$ cat src/rtl/mc_ctrl_fsm.sv
// Multi-cycle MIPS control unit. A single Moore/Mealy FSM walks each
// instruction through fetch, decode, execute, memory and writeback, and
// drives every datapath select and enable. MIO_ready stalls the fetch and
// data-memory states until the bus transfer completes.
module mc_ctrl_fsm (
  input  logic        clk,
  input  logic        reset,
  input  logic [31:0] Inst_in,
  input  logic        zero,
  input  logic        MIO_ready,
  output logic        MemRead,
  output logic        MemWrite,
  output logic        CPU_MIO,
  output logic        IorD,
  output logic        IRWrite,
  output logic        RegWrite,
  output logic [1:0]  RegDst,
  output logic [1:0]  MemtoReg,
  output logic        ALUSrcA,
  output logic [1:0]  ALUSrcB,
  output logic        ExtSel,
  output logic [1:0]  PCSource,
  output logic        PCWrite,
  output logic [2:0]  ALU_operation,
  output logic [3:0]  state_out
);

  localparam logic [3:0] S_RST   = 4'd0;
  localparam logic [3:0] S_IF    = 4'd1;
  localparam logic [3:0] S_ID    = 4'd2;
  localparam logic [3:0] S_MA    = 4'd3;
  localparam logic [3:0] S_MRD   = 4'd4;
  localparam logic [3:0] S_WB_LW = 4'd5;
  localparam logic [3:0] S_MWR   = 4'd6;
  localparam logic [3:0] S_EX_R  = 4'd7;
  localparam logic [3:0] S_WB_R  = 4'd8;
  localparam logic [3:0] S_EX_I  = 4'd9;
  localparam logic [3:0] S_WB_I  = 4'd10;
  localparam logic [3:0] S_BR    = 4'd11;
  localparam logic [3:0] S_J     = 4'd12;
  localparam logic [3:0] S_JAL   = 4'd13;
  localparam logic [3:0] S_JR    = 4'd14;

  localparam logic [5:0] OP_RTYPE = 6'b000000;
  localparam logic [5:0] OP_LW    = 6'b100011;
  localparam logic [5:0] OP_SW    = 6'b101011;
  localparam logic [5:0] OP_BEQ   = 6'b000100;
  localparam logic [5:0] OP_BNE   = 6'b000101;
  localparam logic [5:0] OP_J     = 6'b000010;
  localparam logic [5:0] OP_JAL   = 6'b000011;
  localparam logic [5:0] OP_ADDI  = 6'b001000;
  localparam logic [5:0] OP_SLTI  = 6'b001010;
  localparam logic [5:0] OP_ANDI  = 6'b001100;
  localparam logic [5:0] OP_ORI   = 6'b001101;
  localparam logic [5:0] FN_JR    = 6'b001000;

  localparam logic [2:0] ALU_ADD = 3'b010;
  localparam logic [2:0] ALU_SUB = 3'b110;
  localparam logic [2:0] ALU_AND = 3'b000;
  localparam logic [2:0] ALU_OR  = 3'b001;
  localparam logic [2:0] ALU_SLT = 3'b111;
  localparam logic [2:0] ALU_NOR = 3'b100;
  localparam logic [2:0] ALU_XOR = 3'b011;

  logic [3:0] state_q, state_d;
  logic [5:0] opcode, funct;
  logic       r_funct_ok;
  logic [2:0] r_alu_op;
  logic       unused_inst;

  assign opcode      = Inst_in[31:26];
  assign funct       = Inst_in[5:0];
  assign unused_inst = ^Inst_in[25:6];

  // R-type funct decode: ALU operation and whether the funct is supported
  always_comb begin
    r_funct_ok = 1'b1;
    r_alu_op   = ALU_ADD;
    case (funct)
      6'b100000: r_alu_op = ALU_ADD;
      6'b100010: r_alu_op = ALU_SUB;
      6'b100100: r_alu_op = ALU_AND;
      6'b100101: r_alu_op = ALU_OR;
      6'b100110: r_alu_op = ALU_XOR;
      6'b100111: r_alu_op = ALU_NOR;
      6'b101010: r_alu_op = ALU_SLT;
      default:   r_funct_ok = 1'b0;
    endcase
  end

  // State register with asynchronous reset to RST
  always_ff @(posedge clk or posedge reset) begin
    if (reset) state_q <= S_RST;
    else       state_q <= state_d;
  end

  // Next-state logic
  always_comb begin
    state_d = S_IF;
    case (state_q)
      S_RST: state_d = S_IF;
      S_IF:  state_d = MIO_ready ? S_ID : S_IF;
      S_ID: begin
        case (opcode)
          OP_LW, OP_SW:                      state_d = S_MA;
          OP_RTYPE:                          state_d = (funct == FN_JR) ? S_JR : S_EX_R;
          OP_BEQ, OP_BNE:                    state_d = S_BR;
          OP_J:                              state_d = S_J;
          OP_JAL:                            state_d = S_JAL;
          OP_ADDI, OP_SLTI, OP_ANDI, OP_ORI: state_d = S_EX_I;
          default:                           state_d = S_IF;
        endcase
      end
      S_MA:    state_d = (opcode == OP_LW) ? S_MRD : S_MWR;
      S_MRD:   state_d = MIO_ready ? S_WB_LW : S_MRD;
      S_MWR:   state_d = MIO_ready ? S_IF : S_MWR;
      S_EX_R:  state_d = r_funct_ok ? S_WB_R : S_IF;
      S_EX_I:  state_d = S_WB_I;
      default: state_d = S_IF;
    endcase
  end

  // Output decode from current state and live inputs
  always_comb begin
    MemRead       = 1'b0;
    MemWrite      = 1'b0;
    IorD          = 1'b0;
    IRWrite       = 1'b0;
    RegWrite      = 1'b0;
    RegDst        = 2'b00;
    MemtoReg      = 2'b00;
    ALUSrcA       = 1'b0;
    ALUSrcB       = 2'b00;
    ExtSel        = 1'b0;
    PCSource      = 2'b00;
    PCWrite       = 1'b0;
    ALU_operation = ALU_ADD;
    case (state_q)
      S_IF: begin
        MemRead = 1'b1;
        ALUSrcB = 2'b01;
        IRWrite = MIO_ready;
        PCWrite = MIO_ready;
      end
      S_ID: ALUSrcB = 2'b11;
      S_MA: begin
        ALUSrcA = 1'b1;
        ALUSrcB = 2'b10;
      end
      S_MRD: begin
        MemRead = 1'b1;
        IorD    = 1'b1;
      end
      S_WB_LW: begin
        RegWrite = 1'b1;
        MemtoReg = 2'b01;
      end
      S_MWR: begin
        MemWrite = 1'b1;
        IorD     = 1'b1;
      end
      S_EX_R: begin
        ALUSrcA       = 1'b1;
        ALU_operation = r_alu_op;
      end
      S_WB_R: begin
        RegWrite = 1'b1;
        RegDst   = 2'b01;
      end
      S_EX_I: begin
        ALUSrcA = 1'b1;
        ALUSrcB = 2'b10;
        ExtSel  = (opcode == OP_ANDI) || (opcode == OP_ORI);
        case (opcode)
          OP_SLTI: ALU_operation = ALU_SLT;
          OP_ANDI: ALU_operation = ALU_AND;
          OP_ORI:  ALU_operation = ALU_OR;
          default: ALU_operation = ALU_ADD;
        endcase
      end
      S_WB_I: RegWrite = 1'b1;
      S_BR: begin
        ALUSrcA       = 1'b1;
        ALU_operation = ALU_SUB;
        PCSource      = 2'b01;
        PCWrite       = (opcode == OP_BNE) ? ~zero : zero;
      end
      S_J: begin
        PCSource = 2'b10;
        PCWrite  = 1'b1;
      end
      S_JAL: begin
        PCSource = 2'b10;
        PCWrite  = 1'b1;
        RegWrite = 1'b1;
        RegDst   = 2'b10;
        MemtoReg = 2'b10;
      end
      S_JR: begin
        PCSource = 2'b11;
        PCWrite  = 1'b1;
      end
      default: ALU_operation = 3'b000;
    endcase
  end

  assign CPU_MIO   = MemRead | MemWrite;
  assign state_out = state_q;

endmodule

$ cat config.mk
export PLATFORM = sky130hd
export DESIGN_NAME = mc_ctrl_fsm
export DESIGN_NICKNAME = d
export VERILOG_FILES = /design/src/rtl/mc_ctrl_fsm.sv
export SDC_FILE = /design/constraint.sdc
export NUM_CORES = 1
export LEC_CHECK = 0
export BUFFER_PORTS_ARGS = -buffer_cell sky130_fd_sc_hd__buf_2
export CAP_MARGIN = 15
export CORE_AREA = 2 2 46 48
export DETAILED_ROUTE_END_ITERATION = 8
export DIE_AREA = 0 0 48 50
export GPL_ROUTABILITY_DRIVEN = 0
export GPL_TIMING_DRIVEN = 1
export MAX_ROUTING_LAYER = met4
export PLACE_DENSITY = 0.78
export SLEW_MARGIN = 25
export SYNTH_ARGS = -nofsm -noshare
export SYNTH_HDL_FRONTEND = slang
export SYNTH_SLANG_ARGS = --single-unit
$ cat constraint.sdc
create_clock -name clk -period 3.3 [get_ports clk]
set_clock_uncertainty 0.1 [all_clocks]
set_input_delay 0.33 -clock clk [delete_from_list [all_inputs] [get_ports clk]]
set_output_delay 0.33 -clock clk [all_outputs]
set_load 0.01 [all_outputs]
==> results.cfg, run 1 <==
[setup_path]
worstSetupEndpointType = output pin
path_class = flip-flop to output pin
cpLargestDelayFamily = simple AND/OR/NAND/NOR gates
critPathMaxStageDelay_ps = 610
worstPathMaxFanout = 15
cp_slowest_cell = dfrtp_1
crit_chain = nor2b_1, nand4_1, nor3b_1, nor3_1, buf_2
worstPathArrival_ps = 1880
cp_num_buf_inv = 1
cp-start-kind = flip-flop
cp.required_ps = 2870

[floorplan]
core_mm2 = 0.00190
num_io_pins = 60
fp-row-count = 16
initial_core_util = 0.387
die_h_um = 50
design.die.area_mm2 = 0.00240
die_x_um = 48

[timing]
hold_viol = 0
timing.setup.tns_ps = 0
max-slew-margin-rel = 0.586
finalCritPeriodShare = 0.700
setup_viol = 0
slew_violations = 0
tightest_slew_ps = 622
period_needed_ps = 2310
rsz0062_at_grt = no
timing.fmax_ghz = 0.433

[cells_and_area]
layout_common_cells = 39 x buf_2, 17 x nor2_1, 9 x nand2_1, 6 x inv_1, 6 x nor2b_1
largest_register_ffs = 4
n_antenna_cell = 0
drive_above_1_share = 0.331
areaGrowthSynthToFinish_pct = 30.1
fin_nets = 183
final_common_cell = buf_2

[drt]
num_vias = 977
dr.first_iter.drc_count = 42
drc = 0
wl_per_cell_um = 12.6
wirelength_um = 2160
viasPerCell = 5.68
postRouteAntennaNets = 0
dr.pass1.iters = 4

[power]
pwr-share-comb = 0.648
p_int_w = 0.000276
clkPwrFrac = 0.105
switching_share = 0.523
peakVddDrop_mv = 0.376
p_per_area_mw_per_mm2 = 604
power_leakage_nw = 0.449
p_seq_frac = 0.247
power_switching_w = 0.000303
power_w = 0.000578

[cts]
cts_tree = yes
htree_levels = 1
cts_buffers = 3
ctsResizeCount = 0
clockBufferDepth = 2
clk_pin_slew_worst_paths_ps = 40
ctsRootBufferMaster = clkbuf_4
post_cts_buffers = 0
cts_sinks = 4
clock_latency_ps = 240

[synthesis]
ys_seq_area_frac = 0.136
synthMuxAreaShare = 0
synthDistinctLibCells = 41
ys_ff_latch = 4
synthSimpleGateAreaFrac = 0.435
synth_top_family_by_area = simple AND/OR/NAND/NOR gates
synth_area_per_cell_um2 = 6.63
syn-instance-count = 111
synth_edf_count = 0
synth-compound-area-share = 0.320
syn_nets = 147
synth_area_um2 = 736
synthFlopType = dfrtp_1
synth_xor_area_frac = 0.0238
synth-adder-area-share = 0
synth-async-reset-ratio = 1.00
yosysWarnings = 0

[grt]
grt_usage = 0.203
grt_max_degree = 24
antenna_found_initial = 0
grt_pass1_wl_um = 3460
gr-total-overflow = 0
grt_pass1_vias = 797

[run_status]
status = complete, no violations

[placed_design]
hpwlAfterDp_um = 1620
port_buffers = 39

[worst_hold_path]
holdCritPathClass = primary input to flip-flop

[flow_run]
cap_violations = 0
## area by class of cell
| type | instances | area, um2 |
|---|---|---|
| fill | 203 | 945 |
| tap | 27 | 33.8 |
| multi-input combinational | 92 | 573 |
| sequential | 4 | 100 |
| timing repair buffer | 40 | 205 |
| inverter | 6 | 22.5 |
| clock buffer | 3 | 22.5 |
## power by group through the flow
stage,combinational (W),sequential [W],clock [W]
5_1_grt,0.000420,0.000150,0.0000692
6_report,0.000375,0.000143,0.0000607
3_5_place_dp,0.000373,0.000141,0
4_1_cts,0.000376,0.000140,0.0000630
2_1_floorplan,0.000299,0.0000902,0
3_3_place_gp,0.000367,0.000142,0
## tightest hold or removal path: stages
cell	delay [ps]
buf_2	160
o41ai_1	110
o221ai_1	60
## cells in the mapped netlist, types with 3 or more instances
cell type  count  area, um2
dfrtp_1        4        100
o21ai_0        4       20.0
nand2_1        9       33.8
nor3_1         5       25.0
nor2_1        17       63.8
nand2b_1       5       31.3
inv_1          6       22.5
a211oi_1       3       22.5
clkbuf_1       3       11.3
a31oi_1        3       18.8
nor2b_1        6       37.5
o22ai_1        3       18.8
buf_2          5       25.0
a21oi_1        4       20.0
nor4_1         3       18.8
## final timing paths
kind                               from               end  slack (ps)  cells after the start
min                         Inst_in[26]      state_out[0]         360                      3
min reg2reg                state_out[3]      state_out[2]         730                      1
max                        state_out[0]  ALU_operation[1]         990                      5
min in group asynchronous         reset      state_out[1]         420                      3
max reg2reg                state_out[2]      state_out[1]        1640                      4
max in group asynchronous         reset      state_out[2]        2530                      3
## kinds of logic after synthesis
logic type / count (synthesis)
AOI/OAI and AO/OA: 32
DFF: 4
xor gates and xnor gates: 2
buffers and inverters: 15
and+or+nand+nor: 58
## through the flow
step                instance area [um2]  hold slack (ps)   util  setup WS [ps]  std cells
floorplan                           736            -3.92      -           1330        111
global placement                    925              105  0.486           1240        168
detailed placement                  925              113  0.486           1250        168
CTS                                 957              345  0.503            984        172
global route                        957              366  0.503            754        172
finish                              957              361  0.503            991        172
## metal layers
metal / global-route usage / up-vias / wire, um
met1: 0.268 / 427 / 949
li1: - / 486 / -
met2: 0.282 / 58 / 987
met4: 0.131 / 0 / 59
met3: 0.0256 / 6 / 163
met5: - / - / 0
## what timing repair did
action	CTS	global route
hold buffers	1	0
endpoints found under the setup margin	0	0
endpoints found under the hold margin	4	0
Power figures use the tool's default switching activity.
==> run 2, diff against run 1 <==
--- a/config.mk
+++ b/config.mk
@@ -5,15 +5,16 @@
 export SDC_FILE = /design/constraint.sdc
 export NUM_CORES = 1
 export LEC_CHECK = 0
+export ABC_AREA = 1
 export BUFFER_PORTS_ARGS = -buffer_cell sky130_fd_sc_hd__buf_2
 export CAP_MARGIN = 15
-export CORE_AREA = 2 2 46 48
+export CORE_AREA = 2 2 48 50
 export DETAILED_ROUTE_END_ITERATION = 8
-export DIE_AREA = 0 0 48 50
+export DIE_AREA = 0 0 50 52
 export GPL_ROUTABILITY_DRIVEN = 0
 export GPL_TIMING_DRIVEN = 1
 export MAX_ROUTING_LAYER = met4
-export PLACE_DENSITY = 0.78
+export PLACE_DENSITY = 0.74
 export SLEW_MARGIN = 25
 export SYNTH_ARGS = -nofsm -noshare
 export SYNTH_HDL_FRONTEND = slang
==> constraint.sdc (replaced) <==
create_clock -name clk -period 2.2 [get_ports clk]
set_clock_uncertainty 0.1 [all_clocks]
set_input_delay 0.22 -clock clk [delete_from_list [all_inputs] [get_ports clk]]
set_output_delay 0.22 -clock clk [all_outputs]
set_load 0.01 [all_outputs]
==> results.cfg, run 2 <==
[synthesis]
syn-instance-count = 151
synth.cells.most_frequent = 36 x nand2_1, 31 x nor2_1, 28 x inv_1
synth_edf_count = 0
synth_area_um2 = 767
synthDistinctLibCells = 20
syn_nets = 187
synth_top_area_cell = nand2_1
synthFlopType = dfrtp_1
ys_seq_area_frac = 0.131
synth-async-reset-ratio = 1.00
ys_ff_latch = 4
synth_area_leaders = nand2_1 18%, nor2_1 15%, inv_1 14%
yosysWarnings = 0
synth_top_area_frac = 0.176
synth_most_common_cell = nand2_1
synth_area_per_cell_um2 = 5.08

[power]
p_int_w = 0.000390
clkPwrFrac = 0.104
peakVddDrop_mv = 0.406
switching_share = 0.539
p_per_area_mw_per_mm2 = 822
power_leakage_nw = 0.641
pwr-share-comb = 0.725
power_switching_w = 0.000456
p_seq_frac = 0.171

[cells_and_area]
areaGrowthSynthToFinish_pct = 34.3
n_antenna_cell = 0
layout_common_cells = 39 x buf_2, 36 x nand2_1, 31 x nor2_1, 28 x inv_1, 15 x nand3_1
final_common_cell = buf_2
drive_above_1_share = 0.284
instances_no_fill = 222
fin_nets = 232
largest_register_ffs = 4

[floorplan]
num_io_pins = 60
design.die.area_mm2 = 0.00260
fp-row-count = 17
die_x_um = 50
core_mm2 = 0.00211
initial_core_util = 0.364
die_h_um = 52

[timing]
rsz0062_at_grt = no
holdWs_ps = 248
timing.fmax_ghz = 0.540
tightest_slew_ps = 312
setup_ws_ps = 348
setup_viol = 0
slew_violations = 0
finalCritPeriodShare = 0.842
period_needed_ps = 1850
hold_viol = 0
timing.setup.tns_ps = 0
max-slew-margin-rel = 0.790

[cts]
cts_tree = yes
htree_levels = 1
post_cts_buffers = 0
clock_latency_ps = 230
cts_buffers = 3
cts_sinks = 4
ctsRootBufferMaster = clkbuf_4
clk_pin_slew_worst_paths_ps = 30
clockBufferDepth = 2

[drt]
postRouteAntennaNets = 0
num_vias = 1023
dr.first_iter.drc_count = 18
viasPerCell = 4.61
dr.pass1.iters = 4
drc = 0
wirelength_um = 2080
wl_per_cell_um = 9.35

[placed_design]
port_buffers = 39
preCtsSetupSlack_ps = 574
placed_cells = 218
hpwlAfterDp_um = 1810

[grt]
grt_pass1_vias = 889
antenna_found_initial = 0
gr-total-overflow = 0
grt_usage = 0.167
grt_max_degree = 8
grt_pass1_wl_um = 3310

[setup_path]
worstPathArrival_ps = 1530
cp-start-kind = flip-flop
worstSetupEndpointType = output pin
cp.required_ps = 1880
path_class = flip-flop to output pin
worstPathMaxFanout = 6

[run_status]
status = complete, no violations

[worst_hold_path]
holdCritPathClass = primary input to flip-flop

[flow_run]
cap_violations = 0
## run 2: cell count changes after synthesis, moves of 5 or more
cell      previous run  this run
nand2b_1             5         0
nor2b_1              6         0
buf_2                5         0
nor2_1              17        31
nand3_1              0        15
inv_1                6        28
nand2_1              9        36
## run 2: worst max-delay path, cell delays in order (launching register included)
cell	delay (ps)
dfrtp_1	450
nand2_1	170
nor2_1	290
o21ai_0	150
nand3_1	110
buf_2	130
## run 2: logic make-up (layout without fill, tap and decap cells)
logic type             after synthesis  after routing  share of synthesized area
buffers and inverters               31             74                      0.152
AND/OR/NAND/NOR                    103            103                      0.622
flip-flops                           4              4                      0.131
AO/OA/AOI/OAI                       13             13                     0.0963
## run 2: layout make-up
class	count	area, um2
Fill cell	248	1080
Multi-Input combinational cell	116	551
Timing Repair Buffer	40	205
Inverter	31	116
Sequential cell	4	100
Tap cell	28	35.0
Clock buffer	3	22.5
## run 2: power by group through the flow
stage          Sequential (W)  Combinational [W]  Clock (W)
3_3_place_gp         0.000144           0.000606          0
5_1_grt              0.000148           0.000684  0.0000972
4_1_cts              0.000144           0.000615  0.0000943
2_1_floorplan        0.000151           0.000388          0
6_report             0.000144           0.000613  0.0000884
3_5_place_dp         0.000145           0.000614          0
## run 2: worst paths after layout
| check | from | end | slack (ps) | cells after the start |
|---|---|---|---|---|
| max in group asynchronous | reset | state_out[1] | 1550 | 3 |
| hold / removal | Inst_in[30] | state_out[2] | 250 | 4 |
| setup reg to reg | state_out[2] | state_out[2] | 720 | 5 |
| hold reg to reg | state_out[3] | state_out[1] | 600 | 3 |
| min in group asynchronous | reset | state_out[3] | 310 | 3 |
| setup / recovery | state_out[1] | ALU_operation[1] | 350 | 5 |
## run 2: timing repair
item,in CTS,in global routing
setup endpoints to repair,0,0
hold buffers,1,0
endpoints found under the hold margin,4,0
gates resized for setup,0,0
## run 2: per-layer routing
layer,wire length (um),GRT usage
met1,931,0.180
met2,1030,0.316
met3,114,0.0287
met4,0,0.0417
met5,0,-
## run 2: per-stage QoR
stage	cell area [um2]	total power [W]	utilization
finish	1030	0.000846	0.489
global route	1030	0.000929	0.489
CTS	1030	0.000853	0.489
detailed placement	997	0.000759	0.474
global placement	997	0.000750	0.474
floorplan	767	0.000538	-
==> run 3, diff against run 2 <==
--- a/config.mk
+++ b/config.mk
@@ -8,13 +8,13 @@
 export ABC_AREA = 1
 export BUFFER_PORTS_ARGS = -buffer_cell sky130_fd_sc_hd__buf_2
 export CAP_MARGIN = 15
-export CORE_AREA = 2 2 48 50
+export CORE_AREA = 2 2 50 52
 export DETAILED_ROUTE_END_ITERATION = 8
-export DIE_AREA = 0 0 50 52
+export DIE_AREA = 0 0 52 54
 export GPL_ROUTABILITY_DRIVEN = 0
 export GPL_TIMING_DRIVEN = 1
 export MAX_ROUTING_LAYER = met4
-export PLACE_DENSITY = 0.74
+export PLACE_DENSITY = 0.71
 export SLEW_MARGIN = 25
 export SYNTH_ARGS = -nofsm -noshare
 export SYNTH_HDL_FRONTEND = slang
==> constraint.sdc (replaced) <==
create_clock -name clk -period 1.7 [get_ports clk]
set_clock_uncertainty 0.1 [all_clocks]
set_input_delay 0.17 -clock clk [delete_from_list [all_inputs] [get_ports clk]]
set_output_delay 0.17 -clock clk [all_outputs]
set_load 0.01 [all_outputs]
==> results.cfg, run 3 (synthesized netlist as in run 2, its figures left out) <==
[run_status]
status = finished with violations
violations = setup timing

[timing]
period_needed_ps = 1720
max-slew-margin-rel = 0.806
finalCritPeriodShare = 1.01
slew_violations = 0
setup_viol = 3
timing.setup.tns_ps = -39.3
rsz0062_at_grt = yes
timing.fmax_ghz = 0.581
setup_ws_ps = -20.4
hold_viol = 0
tightest_slew_ps = 288

[cells_and_area]
areaGrowthSynthToFinish_pct = 50.9
layout_common_cells = 37 x buf_2, 32 x nand2_1, 25 x nor2_1, 22 x inv_1, 15 x nand3_1
multi_input_area_um2 = 616
finish.utilization = 0.499
largest_register_ffs = 4
nFillCells = 262
n_antenna_cell = 0
drive_above_1_share = 0.402
final_common_cell = buf_2
ff_latch_area_um2 = 104
fin_nets = 237

[grt]
grt_pass1_wl_um = 3510
gr-total-overflow = 0
grt_max_degree = 8
grt_pass1_vias = 884
antenna_found_initial = 0
grt_usage = 0.167

[cts]
cts_sinks = 4
clockBufferDepth = 2
htree_levels = 1
cts_tree = yes
clk_pin_slew_worst_paths_ps = 40
ctsRootBufferMaster = clkbuf_4
cts_buffers = 3
clock_latency_ps = 240

[floorplan]
die_h_um = 54
core_mm2 = 0.00232
num_io_pins = 60
fp-row-count = 18
initial_core_util = 0.331
design.die.area_mm2 = 0.00281
die_x_um = 52

[setup_path]
crit_start = state_out[0]
worstPathArrival_ps = 1450
worstPathMaxFanout = 6
cp.depth = 6
crit_chain = inv_2, nor2_4, nand2_4, nor3_4, nand3b_1, buf_2
path_class = flip-flop to output pin
worstRegToRegCells = 6
critPathMaxStageDelay_ps = 430
cp_slowest_cell = dfrtp_2
r2r-start = state_out[3]
crit_path_end = ALU_operation[0]
cp.required_ps = 1430
r2r-end = state_out[2]
r2r_setup_slack_ps = 240
worstSetupEndpointType = output pin
cp_num_buf_inv = 2
cp-start-kind = flip-flop
cpLargestDelayFamily = simple AND/OR/NAND/NOR gates

[drt]
postRouteAntennaNets = 0
wirelength_um = 2220
drc = 0
dr.pass1.iters = 4
dr.first_iter.drc_count = 22
num_vias = 1053
wl_per_cell_um = 9.68
viasPerCell = 4.60

[power]
power_leakage_nw = 0.678
p_per_area_mw_per_mm2 = 1100
peakVddDrop_mv = 0.626

[flow_run]
cap_violations = 0

[placed_design]
hpwlAfterDp_um = 1790
port_buffers = 39

[worst_hold_path]
holdCritPathClass = primary input to flip-flop
-- run 3: cell count changes in the layout (fill, tap and decap cells not counted), sizes merged --
cell / before / now
buf: 39 / 44
-- run 3: metal layers --
layer	routed length, um	GRT usage	vias up
met5	0	-	-
met4	19	0.0526	0
met3	94	0	2
met2	1080	0.302	28
met1	1020	0.204	451
li1	-	-	572
-- run 3: worst reg2reg max path, stage by stage, from the launching register on --
cell	delay [ps]
dfrtp_1	380
buf_4	150
nor2_4	130
inv_1	110
nor2_4	140
nand2_1	60
o31ai_1	270
-- run 3: worst min-delay path by stage --
stage	startpoint	endpoint	depth (start not counted)	slack, ps
2_1_floorplan	reset	state_out[0]	1	-160
3_3_place_gp	reset	state_out[2]	2	-50
3_5_place_dp	reset	state_out[3]	2	-50
4_1_cts	Inst_in[30]	state_out[2]	4	190
5_1_grt	Inst_in[30]	state_out[2]	4	190
6_report	Inst_in[30]	state_out[2]	4	190
-- run 3: timing repair --
| action | CTS | global route |
|---|---|---|
| hold endpoints to repair | 4 | 0 |
| gates cloned | 0 | 0 |
| hold buffers | 1 | 0 |
| gates resized for setup | 12 | 20 |
| endpoints found under the setup margin | 5 | 7 |
| setup buffers | 3 | 3 |
| pin swaps | 2 | 5 |
-- run 3: stage by stage --
step                      hold WS [ps]  power, W  instances  area [um2]  setup WS, ps
after floorplan                   -164  0.000697        151         767           267
after global placement           -47.9  0.000971        220        1000           137
after detailed placement         -45.9  0.000974        220        1000           162
after CTS                          185   0.00116        227        1080         -7.66
after global routing               193   0.00140        229        1160         -94.6
final                              186   0.00128        229        1160         -20.4
-- run 3: layout make-up --
cell class | count | share of cell area
well taps | 30 | 0.0324
inverters | 31 | 0.103
clock buffers | 3 | 0.0195
multi-input cells | 116 | 0.532
repair buffers | 45 | 0.224
flip-flops and latches | 4 | 0.0897
-- run 3: report_power, final --
part           total [W]  leakage, nW  switching [W]  internal [W]
Clock           0.000118       0.0138      0.0000391     0.0000790
Sequential      0.000210       0.0470      0.0000732      0.000137
Combinational   0.000948        0.617       0.000566      0.000382
